## src/rtl/paddle_if.sv

```systemverilog
// Paddle emulator signal bundle: board keys and core sync in, paddle comparator lines
// and positions out.
interface paddle_if;
  logic [3:0] keys;
  logic       hsync;
  logic       vsync;
  logic       hpaddle;
  logic       vpaddle;
  logic [7:0] hpos;
  logic [7:0] vpos;

  modport master (
    output keys,
    output hsync,
    output vsync,
    input  hpaddle,
    input  vpaddle,
    input  hpos,
    input  vpos
  );

  modport slave (
    input  keys,
    input  hsync,
    input  vsync,
    output hpaddle,
    output vpaddle,
    output hpos,
    output vpos
  );
endinterface

```

## src/rtl/paddle_emulator.sv

```systemverilog
// Keyboard-driven paddle emulator: keys move two positions once per frame and the paddle
// lines rise once the scanline count reaches them. Optional PADDLE_ACCEL_EN adds hold accel.
module paddle_emulator #(
  parameter logic [7:0] POS_MIN  = 8'd0,
  parameter logic [7:0] POS_MAX  = 8'd239,
  parameter logic [7:0] POS_INIT = 8'd128
) (
  input logic     clk,
  input logic     reset,
  paddle_if.slave pad
);

  logic [3:0] key_meta, key_sync;
  logic       hs_d1, hs_d2, vs_d1, vs_d2;
  logic       hs_rise, vs_rise;
  logic [9:0] line_cnt, line_cnt_nxt;
  logic [7:0] hpos, hpos_nxt, vpos, vpos_nxt;
  logic       hpaddle, vpaddle;
  logic [2:0] hstep, vstep;

  // Clamping is done in 9 bits so an up/down step can never wrap the 8-bit position.
  function automatic logic [7:0] next_pos(input logic [7:0] pos, input logic up,
                                          input logic dn, input logic [2:0] step);
    logic [8:0] sum;
    logic [8:0] diff;
    sum      = {1'b0, pos} + {6'd0, step};
    diff     = {1'b0, pos} - {6'd0, step};
    next_pos = pos;
    if (up && !dn) begin
      next_pos = (sum > {1'b0, POS_MAX}) ? POS_MAX : sum[7:0];
    end else if (dn && !up) begin
      next_pos = (diff[8] || (diff[7:0] < POS_MIN)) ? POS_MIN : diff[7:0];
    end
  endfunction

  always_ff @(posedge clk or posedge reset) begin
    if (reset) begin
      key_meta <= '0;
      key_sync <= '0;
      hs_d1    <= 1'b0;
      hs_d2    <= 1'b0;
      vs_d1    <= 1'b0;
      vs_d2    <= 1'b0;
    end else begin
      key_meta <= pad.keys;
      key_sync <= key_meta;
      hs_d1    <= pad.hsync;
      hs_d2    <= hs_d1;
      vs_d1    <= pad.vsync;
      vs_d2    <= vs_d1;
    end
  end

  assign hs_rise = hs_d1 & ~hs_d2;
  assign vs_rise = vs_d1 & ~vs_d2;

  // vsync takes priority so a coincident hsync edge still starts the frame at line 0.
  always_comb begin
    line_cnt_nxt = line_cnt;
    if (vs_rise) begin
      line_cnt_nxt = '0;
    end else if (hs_rise && (line_cnt != 10'd1023)) begin
      line_cnt_nxt = line_cnt + 10'd1;
    end
  end

`ifdef PADDLE_ACCEL_EN
  logic [2:0] hcnt, hcnt_nxt, vcnt, vcnt_nxt;
  logic       hdir, hdir_nxt, vdir, vdir_nxt;

  // Returns {dir, cnt}; dir is 1 for up. A zero count marks the start of a fresh hold.
  function automatic logic [3:0] next_hold(input logic [2:0] cnt, input logic dir,
                                           input logic up, input logic dn);
    next_hold = {dir, 3'd0};
    if (up ^ dn) begin
      if (cnt == 3'd0) begin
        next_hold = {up, 3'd1};
      end else if (dir != up) begin
        next_hold = {up, 3'd0};
      end else begin
        next_hold = {dir, (cnt == 3'd7) ? 3'd7 : cnt + 3'd1};
      end
    end
  endfunction

  // Fast steps only continue an unbroken hold in the same direction.
  function automatic logic [2:0] step_for(input logic [2:0] cnt, input logic dir,
                                          input logic up);
    step_for = ((cnt == 3'd7) && (dir == up)) ? 3'd4 : 3'd1;
  endfunction

  always_comb begin
    hcnt_nxt = hcnt;
    hdir_nxt = hdir;
    vcnt_nxt = vcnt;
    vdir_nxt = vdir;
    if (vs_rise) begin
      {hdir_nxt, hcnt_nxt} = next_hold(hcnt, hdir, key_sync[1], key_sync[0]);
      {vdir_nxt, vcnt_nxt} = next_hold(vcnt, vdir, key_sync[3], key_sync[2]);
    end
  end

  assign hstep = step_for(hcnt, hdir, key_sync[1]);
  assign vstep = step_for(vcnt, vdir, key_sync[3]);

  always_ff @(posedge clk or posedge reset) begin
    if (reset) begin
      hcnt <= '0;
      hdir <= 1'b0;
      vcnt <= '0;
      vdir <= 1'b0;
    end else begin
      hcnt <= hcnt_nxt;
      hdir <= hdir_nxt;
      vcnt <= vcnt_nxt;
      vdir <= vdir_nxt;
    end
  end
`else
  assign hstep = 3'd1;
  assign vstep = 3'd1;
`endif

  always_comb begin
    hpos_nxt = hpos;
    vpos_nxt = vpos;
    if (vs_rise) begin
      hpos_nxt = next_pos(hpos, key_sync[1], key_sync[0], hstep);
      vpos_nxt = next_pos(vpos, key_sync[3], key_sync[2], vstep);
    end
  end

  always_ff @(posedge clk or posedge reset) begin
    if (reset) begin
      line_cnt <= '0;
      hpos     <= POS_INIT;
      vpos     <= POS_INIT;
      hpaddle  <= 1'b0;
      vpaddle  <= 1'b0;
    end else begin
      line_cnt <= line_cnt_nxt;
      hpos     <= hpos_nxt;
      vpos     <= vpos_nxt;
      hpaddle  <= (line_cnt >= {2'b00, hpos});
      vpaddle  <= (line_cnt >= {2'b00, vpos});
    end
  end

  assign pad.hpaddle = hpaddle;
  assign pad.vpaddle = vpaddle;
  assign pad.hpos    = hpos;
  assign pad.vpos    = vpos;

endmodule

```

## src/flat_wrapper.sv

```systemverilog
// flat-port wrapper written by rule: the top's interface ports become plain ports
module paddle_emulator_flat 
#(
  parameter logic [7:0] POS_MIN  = 8'd0,
  parameter logic [7:0] POS_MAX  = 8'd239,
  parameter logic [7:0] POS_INIT = 8'd128
)
  (clk, reset, pad_keys, pad_hsync, pad_vsync, pad_hpaddle, pad_vpaddle, pad_hpos, pad_vpos);
  paddle_if pad_i ();
  input logic clk;
  input logic reset;
  input wire logic [$bits(pad_i.keys)-1:0] pad_keys;
  input wire logic [$bits(pad_i.hsync)-1:0] pad_hsync;
  input wire logic [$bits(pad_i.vsync)-1:0] pad_vsync;
  output wire logic [$bits(pad_i.hpaddle)-1:0] pad_hpaddle;
  output wire logic [$bits(pad_i.vpaddle)-1:0] pad_vpaddle;
  output wire logic [$bits(pad_i.hpos)-1:0] pad_hpos;
  output wire logic [$bits(pad_i.vpos)-1:0] pad_vpos;
  assign pad_i.keys = pad_keys;
  assign pad_i.hsync = pad_hsync;
  assign pad_i.vsync = pad_vsync;
  assign pad_hpaddle = pad_i.hpaddle;
  assign pad_vpaddle = pad_i.vpaddle;
  assign pad_hpos = pad_i.hpos;
  assign pad_vpos = pad_i.vpos;
  paddle_emulator #(.POS_MIN(POS_MIN), .POS_MAX(POS_MAX), .POS_INIT(POS_INIT)) u_core (.clk(clk), .reset(reset), .pad(pad_i));
endmodule
```

## config.mk

```make
export PLATFORM = sky130hd
export DESIGN_NAME = paddle_emulator_flat
export DESIGN_NICKNAME = d
export VERILOG_FILES = /design/src/rtl/paddle_if.sv /design/src/rtl/paddle_emulator.sv /design/src/flat_wrapper.sv
export SDC_FILE = /design/constraint.sdc
export NUM_CORES = 1
export LEC_CHECK = 0
export ABC_AREA = 1
export ABC_CLOCK_PERIOD_IN_PS = 2200
export CAP_MARGIN = 20
export CORE_MARGIN = 2
export CORE_UTILIZATION = 45
export CTS_CLUSTER_DIAMETER = 40
export CTS_CLUSTER_SIZE = 20
export DETAILED_ROUTE_END_ITERATION = 16
export PLACE_DENSITY = 0.75
export SYNTH_ARGS = -nofsm -noshare
export SYNTH_HDL_FRONTEND = slang
export SYNTH_SLANG_ARGS = --single-unit
```

## constraint.sdc

```tcl
create_clock -name clk -period 2.2 [get_ports clk]
set_input_delay 0.66 -clock clk [delete_from_list [all_inputs] [get_ports clk]]
set_output_delay 0.66 -clock clk [all_outputs]
set_load 0.02 [all_outputs]
```

# After elaboration in Yosys (flattened, before gate mapping)
# Cells that the tools add are included.
# Widths: inputs -> output; s select.
[totals] out_inout_bits=18 memories=0 mem_bits_rw=0 ff_bits=40 inputBits=8 latchBits=0 wordCells=53 mem_bits_ro=0
[op_classes] shift=0 n_eq_ne=1 n_addsub=5 n_bitwise=4 n_lt_le_gt_ge=6 multipliers=0 n_mux=10 div_mod_pow=0 reduce_logical=16
[op_table] cell="$mux 8" count=8
[op_table] cell="$ge 10x8->1" count=2
[op_table] cell="$mux 10" count=2
[op_table] cell="$add 8x1->9 const B" count=2
[op_table] cell="$gt 9x8->1 const B" count=2
[op_table] cell="$sub 8x1->9 const B" count=2
[op_table] cell="$lt 8x1->1 const B" count=2
[op_table] cell="$add 10x1->10 const B" count=1
[op_table] cell="$ne 10x10->1 const B" count=1
[op_table] cell="$reduce_bool 2->1" count=3
[op_table] cell="$logic_and 1x1->1" count=5
[op_table] cell="$logic_not 1->1" count=4
[op_table] cell="$reduce_and 2->1" count=2
[op_table] cell="$and 1x1->1" count=2
[op_table] cell="$logic_or 1x1->1" count=2
[op_table] cell="$not 1->1" count=2

# Longest topological paths before layout
# Gate-level depths: netlist of the first run.
[depth] word_depth=6 ltp_mapped=11 ltp_nobuf=11

# Worst setup path after synthesis of the first run
# Ideal clock, no wire load.
[synth_path] kind="register to register" start="register u_core.hpos[0] (netlist: u_core.pad.hpos[0])" end="register u_core.hpos[0] (netlist: u_core.pad.hpos[0])" required_time_ns=2.077 setup_ns=0.123 t_arrival_ns=1.567 setup_slack_ns=0.510 stages_incl_launch_ff=11 synth_period_minus_slack_ns=1.690 cell_sequence="dfrtp_1 > inv_1 > ha_1 > nand2_1 > nor2_1 > nand2_1 > nand2_1 > nand3_1 > nand2_1 > o21ai_0 > nand2_1"
[synth_between] elab_chain_cells=6
[synth_rtl] element="from (decl)" line_no="paddle_emulator.sv:17" rtl="logic [7:0] hpos, hpos_nxt, vpos, vpos_nxt;"
[synth_rtl] element="from (signal assigned)" line_no="paddle_emulator.sv:142" rtl="hpos <= hpos_nxt;"
[synth_rtl] element="$sub 8x1->9" line_no="paddle_emulator.sv:27" rtl="diff = {1'b0, pos} - {6'd0, step};"
[synth_rtl] element="$lt 8x1->1" line_no="paddle_emulator.sv:32" rtl="next_pos = (diff[8] || (diff[7:0] < POS_MIN)) ? POS_MIN : diff[7:0];"
[synth_rtl] element="$logic_or 1x1->1" line_no="paddle_emulator.sv:32"
[synth_rtl] element="$mux 8" line_no="paddle_emulator.sv:32"
[synth_rtl] element="$mux 8" line_no="paddle_emulator.sv:31" rtl="end else if (dn && !up) begin"
[synth_rtl] element="$mux 8 *" line_no="paddle_emulator.sv:29" rtl="if (up && !dn) begin"
# Every way passes the cells marked *; elsewhere a longest branch is shown, timed or not. The select of a mux whose other input is x is not followed.
# A chain may end at the register's enable or synchronous reset.

# Final worst setup path of the first run
[layout_path] start="register u_core.vpos[7] (netlist: u_core.pad.vpos[7])" end="output pad_vpos[7]"
[layout_rtl] element="from (decl)" line_no="paddle_emulator.sv:17"
[layout_rtl] element="from (signal assigned)" line_no="paddle_emulator.sv:143" rtl="vpos <= vpos_nxt;"
[layout_rtl] element="to (decl)" line_no="flat_wrapper.sv:18" rtl="output wire logic [$bits(pad_i.vpos)-1:0] pad_vpos;"
# No word-level cell between the ends.

==> PnR_summary.wiki, run 1 <==
{| class="wikitable"
! Metric !! Value
|-
| Largest net degree at the start of global routing || 29
|-
| Logic gate share of total power || 50.5%
|-
| Peak per-stage delay on the critical path || 0.61 ns
|-
| Standard cell area after detailed placement || 3254 sq um
|-
| Pre-antenna DRT Iters || 5
|-
| Worst path arrival time || 1.49 ns
|-
| Slew at the pin closest to its max-slew limit || 0.4100 ns
|-
| Mean number of vias per cell || 5.259
|-
| Max Clk Rate || 464.1 MHz
|-
| Worst-path clk slew || 0.08 ns
|-
| Leakage power summed over all cells || 1.705 nW
|-
| Internal power || 0.001932 W
|-
| Synthesis warning total || 0
|-
| Data required time of the critical path || 1.54 ns
|-
| CP Capture Type || primary output
|-
| Ratio of cells with drive above 1 in the final layout || 9.670%
|-
| Sum of buffers and inverters on the critical path || 1
|-
| Switching fraction of total power || 45.88%
|-
| Antenna viol nets, final || 0
|-
| Slew Viols, Final || 0
|-
| Via count || 2635
|-
| Most frequent cells in the layout || nand2_1, inv_1, dfrtp_1
|-
| Post-route DRC || 0
|-
| Cells after synthesis || 393
|-
| Final critical-path setup slack || 0.04544 ns
|-
| DRC violation total after the first TritonRoute iteration || 257
|-
| DP Wirelength || 4905 microns
|-
| Unique masters post-synth || 33
|-
| # fillers || 599
|-
| Nets@finish || 456
|-
| Areal power density over the cells || 1059 nW/um^2
|-
| H-tree lvl count || 2
|-
| Worst path depth || 1
|-
| Number of buffers created by CTS || 5
|-
| Hold Path Class || flip-flop to flip-flop
|-
| Overflow left after global routing || 0
|-
| CTS tree || built
|-
| Die Outline Area || 7147 sq um
|-
| Most frequent standard cell in the layout excluding fill and tap cells || nand2_1
|-
| Primary FF master, synth || dfrtp_1
|-
| Number of cells in the finished layout apart from fillers || 501
|-
| Cell count of the worst reg-to-reg path || 10
|-
| Gr usage total || 19.68%
|-
| Clock sink count || 40
|-
| Top Family by Delay on Critical Path || buffers and inverters
|-
| Switching power summed over all nets || 0.001638 W
|-
| Crit path cell chain || clkdlybuf4s50_1
|-
| Setup TNS || 0 ns
|-
| Status || finished clean
|-
| Worst setup path category || flip-flop to primary output
|-
| Number of register bits inferred by synthesis || 40
|-
| Final Cycle Share || 97.93%
|-
| Fraction of the yosys area taken by sequential cells || 34.38%
|-
| Setup Slack @ Placement || 0.3624 ns
|-
| Clock latency on the worst-skew pair || 0.30 ns
|-
| Cell depth of the worst hold path || 0
|-
| Final critical path time including I/O delays and setup || 2.155 ns
|-
| Final setup violation count || 0
|-
| Fraction of power consumed by the clock network || 17.4%
|-
| CTS Hold Bufs || 0
|-
| Post-synth EDFFs || 0
|-
| Initial antenna violation count || 0
|-
| Cell area after synthesis || 2919 sq um
|-
| Wire length of the first global-routing pass || 11440 microns
|-
| Area of all placed cells without fillers || 3369 sq um
|-
| Part of the power in registers || 32.1%
|-
| Wire length reported by the detailed router || 6438 microns
|-
| Standard cell core area || 6314 sq um
|-
| Count of final hold-check violations || 0
|-
| RSZ-0062 raised after global routing || false
|-
| Share of flip-flops with an asynchronous set or reset after synthesis || 100.0%
|-
| Rel. slew slack || 72.67%
|-
| Worst Skew || 0.01504 ns
|-
| Number of buffers between clock root and the deepest sink || 2
|-
| Routed length per instance || 12.85 microns
|-
| Final total power || 0.003569 W
|-
| Cell total after placement || 493
|-
| Number of nets in the synthesized netlist || 426
|-
| Gp weighted congestion || 0.8939
|-
| Root Driver || clkbuf_8
|-
| Relative area change from synthesis to final layout || 15.43%
|-
| Initial standard-cell utilization of the core || 46.23%
|-
| Input/output buffers || 25
|-
| Maximum fanout count along the critical path || 6
|-
| Maxcap violations || 0
|-
| Synth Area per Inst || 7.428 sq um
|-
| Worst IR drop on VDD || 0.5045 mV
|-
| Die outline width || 84.54 microns
|-
| Antenna fix cells || 0
|-
| Site Rows || 29
|-
| Kind of launch point of the worst setup path || flip-flop
|-
| Number of global-route vias before repair || 2537
|-
| Slowest library cell on the worst path || clkdlybuf4s50_1
|-
| Top-Level Pins || 26
|-
| Floorplan die height || 84.54 microns
|}
-- through the flow --
step / hold slack [ns] / util (%)
final: 0.3569 / 53.37
after global placement: 0.3323 / 51.55
after CTS: 0.3549 / 53.31
after floorplan: 0.3312 / -
after global routing: 0.3635 / 53.37
after detailed placement: 0.3364 / 51.55
-- worst paths after layout --
kind	start	to	slack, ns
hold reg to reg	u_core.key_meta[0]	u_core.key_sync[0]	0.36
setup / recovery	u_core.pad.vpos[7]	pad_vpos[7]	0.05
min in group asynchronous	reset	u_core.pad.hpos[3]	0.66
setup reg to reg	u_core.pad.hpos[0]	u_core.pad.hpos[1]	0.33
max in group asynchronous	reset	u_core.pad.vpos[2]	1.17
hold / removal	u_core.key_meta[0]	u_core.key_sync[0]	0.36
-- cells by family (layout without fill, tap and decap cells) --
| family | count (synthesis) | after routing | share of synthesized area, % |
|---|---|---|---|
| adders and majority gates | 25 | 25 | 10.72 |
| DFF | 40 | 40 | 34.38 |
| buffers and inverters | 52 | 83 | 7.201 |
| AOI/OAI and AO/OA | 54 | 54 | 10.97 |
| xor gates and xnor gates | 17 | 17 | 5.101 |
| and+or+nand+nor | 205 | 205 | 31.63 |
-- per-layer routing --
| layer | track usage [%] | part of all wire (%) |
|---|---|---|
| met5 | 0 | 0 |
| met4 | 6.349 | 0.95 |
| met1 | 26.43 | 45 |
| met3 | 4.228 | 5.5 |
| met2 | 31.78 | 48 |
-- registers in the layout (all words and copies together) (netlist names) --
register,cells
u_core.hs_d1,1
u_core.vs_d1,1
u_core.pad.vpos,8
u_core.key_meta,4
u_core.hs_d2,1
u_core.pad.vpaddle,1
u_core.pad.hpos,8
u_core.key_sync,4
u_core.pad.hpaddle,1
u_core.vs_d2,1
u_core.line_cnt,10
-- area by class of cell --
| class | instances | area [sq um] | area share [%] |
|---|---|---|---|
| Timing Repair Buffer | 28 | 275.3 | 8.169 |
| Tap cell | 77 | 96.34 | 2.859 |
| Multi-Input combinational cell | 301 | 1705 | 50.61 |
| Inverter | 47 | 176.4 | 5.236 |
| Sequential cell | 40 | 1005 | 29.82 |
| Clock buffer | 5 | 68.82 | 2.042 |
| Clock inverter | 3 | 42.54 | 1.263 |
-- Yosys cell counts, drive strengths merged, types with 4 or more instances --
| library cell | number | area (sq um) |
|---|---|---|
| a21boi | 5 | 37.54 |
| ha | 25 | 312.8 |
| nand4 | 8 | 50.05 |
| buf | 5 | 33.78 |
| inv | 47 | 176.4 |
| nand2 | 119 | 454.2 |
| a21oi | 17 | 96.35 |
| dfrtp | 38 | 950.9 |
| nor2 | 46 | 235.2 |
| xor2 | 15 | 131.4 |
| nand3 | 27 | 150.2 |
| o21ai | 21 | 105.1 |
| o211ai | 4 | 30.03 |
-- power groups by stage --
stage | Sequential, W | Clock, W | Combinational (W)
floorplan | 0.00124 | 0 | 0.00114
global placement | 0.00115 | 0 | 0.00175
detailed placement | 0.00116 | 0 | 0.00179
CTS | 0.00114 | 0.000635 | 0.00179
global route | 0.00118 | 0.000675 | 0.00204
finish | 0.00115 | 0.000622 | 0.00180
-- what timing repair did --
action                                  CTS  global route
endpoints found under the setup margin    0             2
gates resized for setup                   0             2
setup buffers                             0             0
(Power assumes the default switching activity.)
==> run 2, diff against run 1 <==
Settings changed: TNS_END_PERCENT from default to 1.
==> results of run 2 <==
No change in the layout: final DEF, timing and power equal those of run 1.
